==> config.mk <==
export PLATFORM = sky130hd
export DESIGN_NAME = burst_addr_seq
export DESIGN_NICKNAME = d
export VERILOG_FILES = /design/src/rtl/burst_pkg.sv /design/src/rtl/burst_addr_counter.sv /design/src/rtl/burst_addr_seq.sv
export SDC_FILE = /design/constraint.sdc
export NUM_CORES = 1
export LEC_CHECK = 0
export BUFFER_PORTS_ARGS = -buffer_cell sky130_fd_sc_hd__clkbuf_2
export CORE_UTILIZATION = 50
export CTS_BUF_LIST = sky130_fd_sc_hd__clkbuf_2 sky130_fd_sc_hd__clkbuf_4 sky130_fd_sc_hd__clkbuf_8
export DETAILED_ROUTE_END_ITERATION = 6
export PLACE_DENSITY_LB_ADDON = 0.08
export SYNTH_ARGS = -nofsm -noshare
export SYNTH_HDL_FRONTEND = slang
export SYNTH_HIERARCHICAL = 1
export SYNTH_SLANG_ARGS = --single-unit
==> constraint.sdc <==
create_clock -name clk -period 4.17 [get_ports clk]
set_input_delay 0.6255 -clock clk [delete_from_list [all_inputs] [get_ports clk]]
set_output_delay 0.6255 -clock clk [all_outputs]
set_load 0.02 [all_outputs]
==> src/rtl/burst_pkg.sv <==
// rtl/burst_pkg.sv - shared FSM state encoding and transfer-mode constants for burst_addr_seq
package burst_pkg;

   typedef enum logic [1:0] {
      ST_IDLE  = 2'd0,
      ST_ISSUE = 2'd1,
      ST_DONE  = 2'd2
   } state_t;

   localparam logic MODE_SINGLE = 1'b0;
   localparam logic MODE_BURST  = 1'b1;

endpackage

==> src/rtl/burst_addr_counter.sv <==
// rtl/burst_addr_counter.sv - loadable word-address incrementer and remaining-words down-counter
module burst_addr_counter
#(
   parameter int ADDR_W = 16,
   parameter int BLEN_W = 8
) (
   input  logic              clk,
   input  logic              rst,
   input  logic              load,
   input  logic              step,
   input  logic [ADDR_W-1:0] load_addr,
   input  logic [BLEN_W-1:0] load_cnt,
   output logic [ADDR_W-1:0] addr,
   output logic [BLEN_W-1:0] remaining
);

   localparam logic [ADDR_W-1:0] ONE_ADDR = ADDR_W'(1);
   localparam logic [BLEN_W-1:0] ONE_CNT  = BLEN_W'(1);

   logic [ADDR_W-1:0] addr_q, addr_d;
   logic [BLEN_W-1:0] remaining_q, remaining_d;

   // Load wins over step; the address wraps naturally modulo 2^ADDR_W.
   always_comb begin
      addr_d      = addr_q;
      remaining_d = remaining_q;
      if (load) begin
         addr_d      = load_addr;
         remaining_d = load_cnt;
      end else if (step) begin
         addr_d      = addr_q + ONE_ADDR;
         remaining_d = remaining_q - ONE_CNT;
      end
   end

   always_ff @(posedge clk) begin
      if (!rst) begin
         addr_q      <= '0;
         remaining_q <= '0;
      end else begin
         addr_q      <= addr_d;
         remaining_q <= remaining_d;
      end
   end

   assign addr      = addr_q;
   assign remaining = remaining_q;

endmodule

==> src/rtl/burst_addr_seq.sv <==
// rtl/burst_addr_seq.sv - MRAM burst word-address sequencer FSM; BURST_BOUNDARY_CHK_EN enables end-of-space start rejection
module burst_addr_seq
   import burst_pkg::*;
#(
   parameter int ADDR_W = 16,
   parameter int BLEN_W = 8
) (
   input  logic              clk,
   input  logic              rst,
   input  logic              en,
   input  logic              mode_sel,
   input  logic              start,
   input  logic [ADDR_W-1:0] start_addr,
   input  logic [BLEN_W-1:0] burst_len,
   output logic              addr_valid,
   input  logic              addr_ready,
   output logic [ADDR_W-1:0] addr_out,
   output logic              addr_last,
   input  logic              abort,
   output logic              busy,
   output logic              done,
   output logic              aborted,
   output logic [BLEN_W-1:0] xfer_cnt,
   output logic              err
);

   localparam logic [BLEN_W-1:0] ONE_CNT = BLEN_W'(1);
   localparam logic [BLEN_W-1:0] TWO_CNT = BLEN_W'(2);

   state_t            state_q, state_d;
   logic              addr_valid_q, addr_valid_d;
   logic              addr_last_q, addr_last_d;
   logic              busy_q, busy_d;
   logic              done_q, done_d;
   logic              aborted_q, aborted_d;
   logic [BLEN_W-1:0] xfer_cnt_q, xfer_cnt_d;

   logic [BLEN_W-1:0] word_cnt;
   logic [BLEN_W-1:0] remaining;
   logic              cnt_load, cnt_step;
   logic              start_req, accept_start, out_of_range;

   assign word_cnt  = (mode_sel == MODE_SINGLE) ? ONE_CNT : burst_len;
   assign start_req = (state_q == ST_IDLE) && start && en;

`ifdef BURST_BOUNDARY_CHK_EN
   localparam int EXT_W = ADDR_W + BLEN_W + 1;
   logic [EXT_W-1:0] last_word_ext;
   logic             err_q, err_d;

   // Zero-length bursts issue nothing, so they can never cross the top of the space.
   always_comb begin
      last_word_ext = EXT_W'(start_addr) + EXT_W'(word_cnt) - EXT_W'(1);
      out_of_range  = (word_cnt != '0) && (last_word_ext > EXT_W'({ADDR_W{1'b1}}));
   end

   always_comb begin
      err_d = start_req && out_of_range;
   end

   always_ff @(posedge clk) begin
      if (!rst) begin
         err_q <= 1'b0;
      end else begin
         err_q <= err_d;
      end
   end

   assign err = err_q;
`else
   assign out_of_range = 1'b0;
   assign err          = 1'b0;
`endif

   assign accept_start = start_req && !out_of_range;

   always_comb begin
      state_d      = state_q;
      addr_valid_d = addr_valid_q;
      addr_last_d  = addr_last_q;
      done_d       = 1'b0;
      aborted_d    = 1'b0;
      xfer_cnt_d   = xfer_cnt_q;
      cnt_load     = 1'b0;
      cnt_step     = 1'b0;

      case (state_q)
         ST_IDLE: begin
            if (accept_start) begin
               cnt_load   = 1'b1;
               xfer_cnt_d = '0;
               if (word_cnt == '0) begin
                  state_d = ST_DONE;
                  done_d  = 1'b1;
               end else begin
                  state_d      = ST_ISSUE;
                  addr_valid_d = 1'b1;
                  addr_last_d  = (word_cnt == ONE_CNT);
               end
            end
         end

         // Abort outranks a same-cycle handshake: that word is dropped, not counted.
         ST_ISSUE: begin
            if (abort) begin
               state_d      = ST_IDLE;
               addr_valid_d = 1'b0;
               addr_last_d  = 1'b0;
               aborted_d    = 1'b1;
            end else if (addr_valid_q && addr_ready) begin
               cnt_step   = 1'b1;
               xfer_cnt_d = xfer_cnt_q + ONE_CNT;
               if (remaining == ONE_CNT) begin
                  state_d      = ST_DONE;
                  addr_valid_d = 1'b0;
                  addr_last_d  = 1'b0;
                  done_d       = 1'b1;
               end else begin
                  addr_last_d = (remaining == TWO_CNT);
               end
            end
         end

         ST_DONE: begin
            state_d = ST_IDLE;
         end

         default: begin
            state_d      = ST_IDLE;
            addr_valid_d = 1'b0;
            addr_last_d  = 1'b0;
         end
      endcase

      busy_d = (state_d != ST_IDLE);
   end

   always_ff @(posedge clk) begin
      if (!rst) begin
         state_q      <= ST_IDLE;
         addr_valid_q <= 1'b0;
         addr_last_q  <= 1'b0;
         busy_q       <= 1'b0;
         done_q       <= 1'b0;
         aborted_q    <= 1'b0;
         xfer_cnt_q   <= '0;
      end else begin
         state_q      <= state_d;
         addr_valid_q <= addr_valid_d;
         addr_last_q  <= addr_last_d;
         busy_q       <= busy_d;
         done_q       <= done_d;
         aborted_q    <= aborted_d;
         xfer_cnt_q   <= xfer_cnt_d;
      end
   end

   burst_addr_counter #(
      .ADDR_W (ADDR_W),
      .BLEN_W (BLEN_W)
   ) u_counter (
      .clk       (clk),
      .rst       (rst),
      .load      (cnt_load),
      .step      (cnt_step),
      .load_addr (start_addr),
      .load_cnt  (word_cnt),
      .addr      (addr_out),
      .remaining (remaining)
   );

   assign addr_valid = addr_valid_q;
   assign addr_last  = addr_last_q;
   assign busy       = busy_q;
   assign done       = done_q;
   assign aborted    = aborted_q;
   assign xfer_cnt   = xfer_cnt_q;

endmodule

==> run_summary.xml, run 1 <==
<?xml version="1.0" encoding="UTF-8"?>
<metrics>
  <group name="setup_path">
    <metric name="crit_path_top_delay_cell" unit="">sky130_fd_sc_hd__or4b_4</metric>
    <metric name="worst_setup_path_end_kind" unit="">register</metric>
    <metric name="critPathLaunchType" unit="">input pin</metric>
    <metric name="critical-path-max-stage-delay" unit="ns">0.52</metric>
    <metric name="timing.critical_path.cells" unit="">clkbuf_2 &gt; or3b_2 &gt; nor2_2 &gt; buf_4 &gt; or4b_4 &gt; nor3_2 &gt; xnor2_1 &gt; a21oi_1</metric>
    <metric name="critical_path_arrival" unit="ns">2.49</metric>
    <metric name="timing.critical_path.required" unit="ns">4.31</metric>
    <metric name="path_max_fanout" unit="">17</metric>
    <metric name="worstSetupPathType" unit="">in2reg</metric>
    <metric name="critPathLaunch" unit="">abort</metric>
    <metric name="timing.rr.start" unit="">state_q[0]</metric>
  </group>
  <group name="clock_tree">
    <metric name="number_of_clock_sinks" unit="">39</metric>
    <metric name="h-tree-depth" unit="">2</metric>
    <metric name="ctsRootBufferMaster" unit="">sky130_fd_sc_hd__clkbuf_8</metric>
    <metric name="number_of_hold_repair_buffers_added_at_the_cts_stage" unit="">0</metric>
    <metric name="clock_insertion_delay_worst_skew" unit="ns">0.29</metric>
    <metric name="cts_made_buffers" unit="">5</metric>
    <metric name="cts_tree" unit="">built</metric>
    <metric name="cts.path.max_buffers" unit="">2</metric>
    <metric name="cts_setup_buffers" unit="">0</metric>
    <metric name="cts.repair.resized" unit="">0</metric>
    <metric name="cts.clk_slew.worst_paths" unit="ns">0.08</metric>
  </group>
  <group name="status">
    <metric name="run_status" unit="">finished, final reports clean</metric>
  </group>
  <group name="logic_synthesis">
    <metric name="synth_flop_cell" unit="">sky130_fd_sc_hd__dfxtp_1</metric>
    <metric name="synth_async_sr_flop_share" unit="">0</metric>
    <metric name="synth_enable_flop_cells" unit="">0</metric>
    <metric name="synthesis.instances" unit="">243</metric>
    <metric name="synth-seq-area-share" unit="">0.376</metric>
    <metric name="yosysUniqueCellTypes" unit="">50</metric>
    <metric name="yosys_warnings" unit="">6</metric>
    <metric name="synth.most_common_cell" unit="">sky130_fd_sc_hd__dfxtp_1</metric>
    <metric name="mappedNetlistNets" unit="">277</metric>
    <metric name="netlist_area" unit="um2">2080</metric>
    <metric name="netlist_top_cells_count" unit="">sky130_fd_sc_hd__dfxtp_1, sky130_fd_sc_hd__a21oi_1, sky130_fd_sc_hd__o21ai_0</metric>
    <metric name="post_synth.cell_area_avg" unit="um2">8.54</metric>
    <metric name="yosys.area.top_type_share" unit="">0.376</metric>
    <metric name="synth_top_cell_by_area" unit="">sky130_fd_sc_hd__dfxtp_1</metric>
    <metric name="top_cells_by_area_in_the_synthesized_netlist" unit="">sky130_fd_sc_hd__dfxtp_1, sky130_fd_sc_hd__xnor2_1, sky130_fd_sc_hd__a21oi_1, sky130_fd_sc_hd__o21ai_0, sky130_fd_sc_hd__xor2_1</metric>
    <metric name="flip_flop_and_latch_count_after_synthesis" unit="">39</metric>
  </group>
  <group name="floorplan">
    <metric name="die-width" unit="um">66.4</metric>
    <metric name="floorplan.initialDensity" unit="">0.519</metric>
    <metric name="dieArea" unit="um2">4410</metric>
    <metric name="placeableCoreArea" unit="um2">4000</metric>
    <metric name="fp.dieH" unit="um">66.4</metric>
    <metric name="placementRows" unit="">23</metric>
    <metric name="floorplan.io_pins" unit="">61</metric>
  </group>
  <group name="sta">
    <metric name="maximum_clock_rate" unit="GHz">0.424</metric>
    <metric name="tightest_slew" unit="ns">1.08</metric>
    <metric name="total_neg_setup_slack" unit="ns">0</metric>
    <metric name="skew" unit="ns">0.00885</metric>
    <metric name="finalCritPeriodShare" unit="">0.565</metric>
    <metric name="hold_viol" unit="">0</metric>
    <metric name="worst_slew_margin_rel" unit="">0.280</metric>
    <metric name="timing.final.ws_setup" unit="ns">1.81</metric>
    <metric name="finalMaxSlewViolations" unit="">0</metric>
    <metric name="final-setup-viol-count" unit="">0</metric>
    <metric name="rsz0062_at_grt" unit="">no</metric>
    <metric name="final_period_minus_worst_setup_slack" unit="ns">2.36</metric>
  </group>
  <group name="detailed_routing">
    <metric name="drc" unit="">0</metric>
    <metric name="post_drt_via_cell_ratio" unit="">5.48</metric>
    <metric name="detailroute.via_count" unit="">1924</metric>
    <metric name="route.final.wire_length" unit="um">4550</metric>
    <metric name="first_pass_iters" unit="">4</metric>
    <metric name="wire_per_inst" unit="um">13.0</metric>
    <metric name="drt_iter0_drc" unit="">51</metric>
    <metric name="postRouteAntennaNets" unit="">0</metric>
  </group>
  <group name="pwr">
    <metric name="pwr_density_cell" unit="nW/um2">320</metric>
    <metric name="cellLeakagePower" unit="uW">0.00102</metric>
    <metric name="peakVddDrop" unit="uV">204</metric>
    <metric name="power" unit="uW">795</metric>
  </group>
  <group name="global_routing">
    <metric name="grt_busiest_layer" unit="">met1</metric>
    <metric name="grt_start_max_net_pins" unit="">42</metric>
    <metric name="global_route.usage.met1" unit="">0.318</metric>
    <metric name="grtUsageMet3" unit="">0.0569</metric>
    <metric name="grt_pass1_wl" unit="um">7410</metric>
    <metric name="grt_usage" unit="">0.221</metric>
    <metric name="aggregate_global_routing_overflow" unit="">0</metric>
    <metric name="grtUsageMet2" unit="">0.314</metric>
    <metric name="grt_pass1_vias" unit="">1639</metric>
    <metric name="number_of_antenna_violations_at_the_first_check_in_global_routing" unit="">0</metric>
  </group>
  <group name="place">
    <metric name="gpl.final_weighted_congestion" unit="">0.821</metric>
    <metric name="port-buffer-count" unit="">59</metric>
    <metric name="dpl_worst_slack" unit="ns">1.50</metric>
    <metric name="hpwlAfterDp" unit="um">3270</metric>
  </group>
  <group name="min_path">
    <metric name="worst_hold_startpoint" unit="">xfer_cnt[7]</metric>
    <metric name="worstHoldPathType" unit="">reg2reg</metric>
  </group>
  <group name="final_layout">
    <metric name="finalNetCount" unit="">334</metric>
    <metric name="antenna-diode-count" unit="">0</metric>
    <metric name="layout-drive-gt1-share" unit="">0.269</metric>
    <metric name="syn_to_final_growth" unit="%">19.8</metric>
  </group>
  <group name="run">
    <metric name="cap_viol_max_count" unit="">0</metric>
  </group>
</metrics>
==> critical path: cells and delay by family <==
kind,cells,cell delay (ns)
compound gates,1,0.08
xor+xnor,1,0.13
buf+inv,2,0.34
simple gates,4,1.31
==> state kept, by name, summed over array words and instances (netlist names) <==
name                 flops
aborted                  1
xfer_cnt                 8
busy                     1
done                     1
addr_last                1
state_q                  2
u_counter/remaining      8
u_counter/addr          16
addr_valid               1
==> cells by family after synthesis <==
kind of cell    after synthesis  synth area share
simple gates                 96             0.282
compound gates               62             0.181
flops                        39             0.376
xor+xnor                     23            0.0970
buf+inv                      17            0.0338
fa+ha+maj                     3            0.0181
mux                           2            0.0102
other cells                   1           0.00181
==> metrics by stage <==
| stage | util | hold WS [ns] | cells | instance area [um2] |
|---|---|---|---|---|
| 6_report | 0.622 | 0.488 | 351 | 2490 |
| 5_1_grt | 0.622 | 0.515 | 351 | 2490 |
| 4_1_cts | 0.622 | 0.489 | 351 | 2490 |
| 3_5_place_dp | 0.599 | 0.476 | 343 | 2400 |
| 3_3_place_gp | 0.599 | 0.465 | 343 | 2400 |
| 2_1_floorplan | - | 0.457 | 243 | 2080 |
==> report_power, final <==
group / leakage, uW / total (uW) / internal (uW) / switching, uW
sequential: 0.000319 / 415 / 392 / 23.9
combinational: 0.000657 / 121 / 51.8 / 69.4
clock: 0.0000491 / 258 / 130 / 128
==> layout by cell type, fill, tap and decap left out, drive strengths merged, types with 2 or more instances in the layout <==
cell    instances
o21a            2
nand4b          2
a21oi          25
and2           10
xor2            8
nor3            9
nand2          18
nand3           9
clkbuf         66
ha              3
nor2           15
or3             2
a211oi          2
dfxtp          39
and3            2
o31ai           2
o21ai          20
nor4            7
o211a           5
nand4           8
nand2b          3
or4             3
xnor2          15
inv             7
nor3b           2
==> layout make-up <==
type | instances | area (um2)
inverter | 7 | 26.3
multi-input combinational | 187 | 1220
clock buffer | 7 | 83.8
tap | 50 | 62.6
fill | 386 | 1510
clock inverter | 1 | 5.00
sequential | 39 | 781
timing repair buffer | 60 | 303
==> worst paths after layout <==
check	end	slack, ns	cells past startpoint
worst max-delay path	u_counter/remaining[7]	1.81	8
worst min-delay path	xfer_cnt[7]	0.49	2
worst max register to register	u_counter/remaining[7]	1.83	7
worst min register to register	xfer_cnt[7]	0.49	2
==> metal layers <==
metal	vias to the layer above	share of wire
met3	5	0.065
li1	985	-
met5	-	0
met2	56	0.41
met4	0	0.0079
met1	878	0.52
Power figures use the tool's default switching activity.
==> run 2, diff against run 1 <==
--- a/config.mk
+++ b/config.mk
@@ -5,6 +5,7 @@
 export SDC_FILE = /design/constraint.sdc
 export NUM_CORES = 1
 export LEC_CHECK = 0
+export ABC_AREA = 1
 export BUFFER_PORTS_ARGS = -buffer_cell sky130_fd_sc_hd__clkbuf_2
 export CORE_UTILIZATION = 50
 export CTS_BUF_LIST = sky130_fd_sc_hd__clkbuf_2 sky130_fd_sc_hd__clkbuf_4 sky130_fd_sc_hd__clkbuf_8
==> constraint.sdc (replaced) <==
create_clock -name clk -period 2.1 [get_ports clk]
set_input_delay 0.315 -clock clk [delete_from_list [all_inputs] [get_ports clk]]
set_output_delay 0.315 -clock clk [all_outputs]
set_load 0.02 [all_outputs]
==> run 2 against run 1 <==
Net effect: the run now ends with DRC left; design area increased by 13%; sequential cell count unchanged; register-to-register slack got worse by 1.5 ns; clock power increased by 90%; sequential power increased by 95%; highest routed layer unchanged; largest power group unchanged.
==> run_summary.xml, run 2 <==
<?xml version="1.0" encoding="UTF-8"?>
<metrics>
  <group name="status">
    <metric name="run_status" unit="">complete, but fails checks</metric>
    <metric name="violations" unit="">DRC</metric>
  </group>
  <group name="pwr">
    <metric name="pwr_density_cell" unit="nW/um2">566</metric>
    <metric name="peakVddDrop" unit="uV">328</metric>
    <metric name="cellLeakagePower" unit="uW">0.00139</metric>
  </group>
  <group name="logic_synthesis">
    <metric name="synth_async_sr_flop_share" unit="">0</metric>
    <metric name="yosys.area.top_type_share" unit="">0.326</metric>
    <metric name="synth-seq-area-share" unit="">0.326</metric>
    <metric name="top_cells_by_area_in_the_synthesized_netlist" unit="">sky130_fd_sc_hd__dfxtp_1, sky130_fd_sc_hd__nand2_1, sky130_fd_sc_hd__inv_1, sky130_fd_sc_hd__nor2_1, sky130_fd_sc_hd__nand3_1</metric>
    <metric name="mappedNetlistNets" unit="">404</metric>
    <metric name="synth.most_common_cell" unit="">sky130_fd_sc_hd__nand2_1</metric>
    <metric name="synth_top_cell_by_area" unit="">sky130_fd_sc_hd__dfxtp_1</metric>
    <metric name="flip_flop_and_latch_count_after_synthesis" unit="">39</metric>
    <metric name="synth_flop_cell" unit="">sky130_fd_sc_hd__dfxtp_1</metric>
    <metric name="yosys_warnings" unit="">6</metric>
    <metric name="synth_enable_flop_cells" unit="">0</metric>
    <metric name="synthesis.instances" unit="">370</metric>
    <metric name="yosysUniqueCellTypes" unit="">39</metric>
    <metric name="netlist_top_cells_count" unit="">sky130_fd_sc_hd__nand2_1, sky130_fd_sc_hd__inv_1, sky130_fd_sc_hd__dfxtp_1, sky130_fd_sc_hd__nor2_1, sky130_fd_sc_hd__nand3_1</metric>
    <metric name="post_synth.cell_area_avg" unit="um2">6.47</metric>
    <metric name="netlist_area" unit="um2">2390</metric>
  </group>
  <group name="final_layout">
    <metric name="nFillCells" unit="">429</metric>
    <metric name="multi_input_comb_area" unit="um2">1320</metric>
    <metric name="layout_common_cells" unit="">sky130_fd_sc_hd__nand2_1, sky130_fd_sc_hd__clkbuf_2, sky130_fd_sc_hd__inv_1</metric>
    <metric name="layout.area.seq" unit="um2">781</metric>
    <metric name="finish.instance_area" unit="um2">2810</metric>
    <metric name="largest_register_ffs" unit="">16</metric>
    <metric name="finalNetCount" unit="">464</metric>
    <metric name="layout-drive-gt1-share" unit="">0.223</metric>
    <metric name="finalCoreUtilization" unit="">0.628</metric>
    <metric name="syn_to_final_growth" unit="%">17.2</metric>
    <metric name="most_frequent_standard_cell_in_the_layout_excluding_fill_and_tap_cells" unit="">sky130_fd_sc_hd__nand2_1</metric>
    <metric name="antenna-diode-count" unit="">0</metric>
  </group>
  <group name="clock_tree">
    <metric name="h-tree-depth" unit="">2</metric>
    <metric name="number_of_clock_sinks" unit="">39</metric>
    <metric name="cts.path.max_buffers" unit="">2</metric>
    <metric name="cts.repair.resized" unit="">0</metric>
    <metric name="number_of_hold_repair_buffers_added_at_the_cts_stage" unit="">0</metric>
    <metric name="cts_made_buffers" unit="">5</metric>
    <metric name="cts_setup_buffers" unit="">0</metric>
    <metric name="ctsRootBufferMaster" unit="">sky130_fd_sc_hd__clkbuf_8</metric>
    <metric name="cts.clk_slew.worst_paths" unit="ns">0.08</metric>
    <metric name="clock_insertion_delay_worst_skew" unit="ns">0.29</metric>
    <metric name="cts_tree" unit="">built</metric>
  </group>
  <group name="detailed_routing">
    <metric name="first_pass_iters" unit="">7</metric>
    <metric name="detailroute.via_count" unit="">2473</metric>
    <metric name="wire_per_inst" unit="um">11.6</metric>
    <metric name="postRouteAntennaNets" unit="">0</metric>
    <metric name="post_drt_via_cell_ratio" unit="">5.12</metric>
    <metric name="drt_iter0_drc" unit="">144</metric>
    <metric name="route.final.wire_length" unit="um">5580</metric>
    <metric name="drc" unit="">5</metric>
  </group>
  <group name="sta">
    <metric name="finalCritPeriodShare" unit="">0.821</metric>
    <metric name="skew" unit="ns">0.00349</metric>
    <metric name="rsz0062_at_grt" unit="">no</metric>
    <metric name="timing.final.ws_setup" unit="ns">0.376</metric>
    <metric name="finalMaxSlewViolations" unit="">0</metric>
    <metric name="final_period_minus_worst_setup_slack" unit="ns">1.72</metric>
    <metric name="maximum_clock_rate" unit="GHz">0.580</metric>
    <metric name="hold_viol" unit="">0</metric>
    <metric name="timing.hold.ws" unit="ns">0.271</metric>
    <metric name="total_neg_setup_slack" unit="ns">0</metric>
    <metric name="final-setup-viol-count" unit="">0</metric>
  </group>
  <group name="run">
    <metric name="cap_viol_max_count" unit="">0</metric>
  </group>
  <group name="floorplan">
    <metric name="fp.dieH" unit="um">71.2</metric>
    <metric name="floorplan.io_pins" unit="">61</metric>
    <metric name="placeableCoreArea" unit="um2">4470</metric>
    <metric name="die-width" unit="um">71.2</metric>
    <metric name="dieArea" unit="um2">5070</metric>
    <metric name="placementRows" unit="">24</metric>
    <metric name="floorplan.initialDensity" unit="">0.535</metric>
  </group>
  <group name="place">
    <metric name="placed_area" unit="um2">2720</metric>
    <metric name="gpl.final_weighted_congestion" unit="">0.830</metric>
    <metric name="port-buffer-count" unit="">59</metric>
    <metric name="hpwlAfterDp" unit="um">4250</metric>
    <metric name="dpl_worst_slack" unit="ns">0.372</metric>
  </group>
  <group name="global_routing">
    <metric name="grt_start_max_net_pins" unit="">21</metric>
    <metric name="aggregate_global_routing_overflow" unit="">0</metric>
    <metric name="number_of_antenna_violations_at_the_first_check_in_global_routing" unit="">0</metric>
    <metric name="grt_usage" unit="">0.240</metric>
    <metric name="grt_pass1_vias" unit="">2346</metric>
    <metric name="grt_pass1_wl" unit="um">9720</metric>
  </group>
  <group name="min_path">
    <metric name="worstHoldPathType" unit="">in2reg</metric>
  </group>
  <group name="setup_path">
    <metric name="worst_setup_path_end_kind" unit="">register</metric>
    <metric name="timing.critical_path.required" unit="ns">2.35</metric>
    <metric name="critical_path_arrival" unit="ns">1.97</metric>
    <metric name="worstSetupPathType" unit="">reg2reg</metric>
    <metric name="path_max_fanout" unit="">17</metric>
    <metric name="critPathLaunchType" unit="">register</metric>
  </group>
</metrics>
-- run 2: logic make-up (layout without fill, tap and decap cells) --
family	count (synthesis)	in the layout	share of synthesized area
compound gates	59	59	0.152
fa+ha+maj	3	3	0.0157
flops	39	39	0.326
simple gates	187	187	0.355
xor+xnor	7	7	0.0256
buf+inv	74	135	0.124
other cells	1	1	0.00157
-- run 2: area by class of cell --
class	count	area share
clock buffers	5	0.0245
repair buffers	62	0.113
flip-flops and latches	39	0.278
inverters	65	0.0869
clock inverters	3	0.00535
multi-input cells	257	0.469
well taps	52	0.0232
-- run 2: worst paths after layout --
| kind | endpoint | cells after the start | from | slack (ns) |
|---|---|---|---|---|
| worst max-delay path | u_counter/remaining[4] | 8 | state_q[0] | 0.38 |
| worst min-delay path | u_counter/addr[5] | 3 | start_addr[5] | 0.27 |
| worst max register to register | u_counter/remaining[4] | 8 | state_q[0] | 0.38 |
| worst min register to register | xfer_cnt[7] | 2 | xfer_cnt[7] | 0.51 |
-- run 2: worst max-delay path, stage by stage, from the launching register on --
cell	delay (ns)
sky130_fd_sc_hd__dfxtp_1	0.39
sky130_fd_sc_hd__nand2_2	0.13
sky130_fd_sc_hd__nor3_4	0.31
sky130_fd_sc_hd__nand2_2	0.19
sky130_fd_sc_hd__inv_2	0.30
sky130_fd_sc_hd__nand3_1	0.14
sky130_fd_sc_hd__nand3_1	0.11
sky130_fd_sc_hd__nand2_1	0.05
sky130_fd_sc_hd__inv_1	0.05
-- run 2: power by group --
group	switching (uW)	leakage, uW	internal [uW]
Combinational	181	0.00103	109
Clock	264	0.0000477	227
Sequential	36.0	0.000318	772
-- run 2: through the flow --
step / cells / total power (uW)
2_1_floorplan: 370 / 1020
3_3_place_gp: 475 / 1110
3_5_place_dp: 475 / 1110
4_1_cts: 483 / 1610
5_1_grt: 483 / 1680
6_report: 483 / 1590
-- run 2: per-layer routing --
metal / GRT usage / vias up / share of wire
li1: - / 1304 / -
met1: 0.282 / 1092 / 0.48
met2: 0.397 / 64 / 0.45
met3: 0.0670 / 13 / 0.055
met4: 0.127 / 0 / 0.021
met5: 0 / - / 0
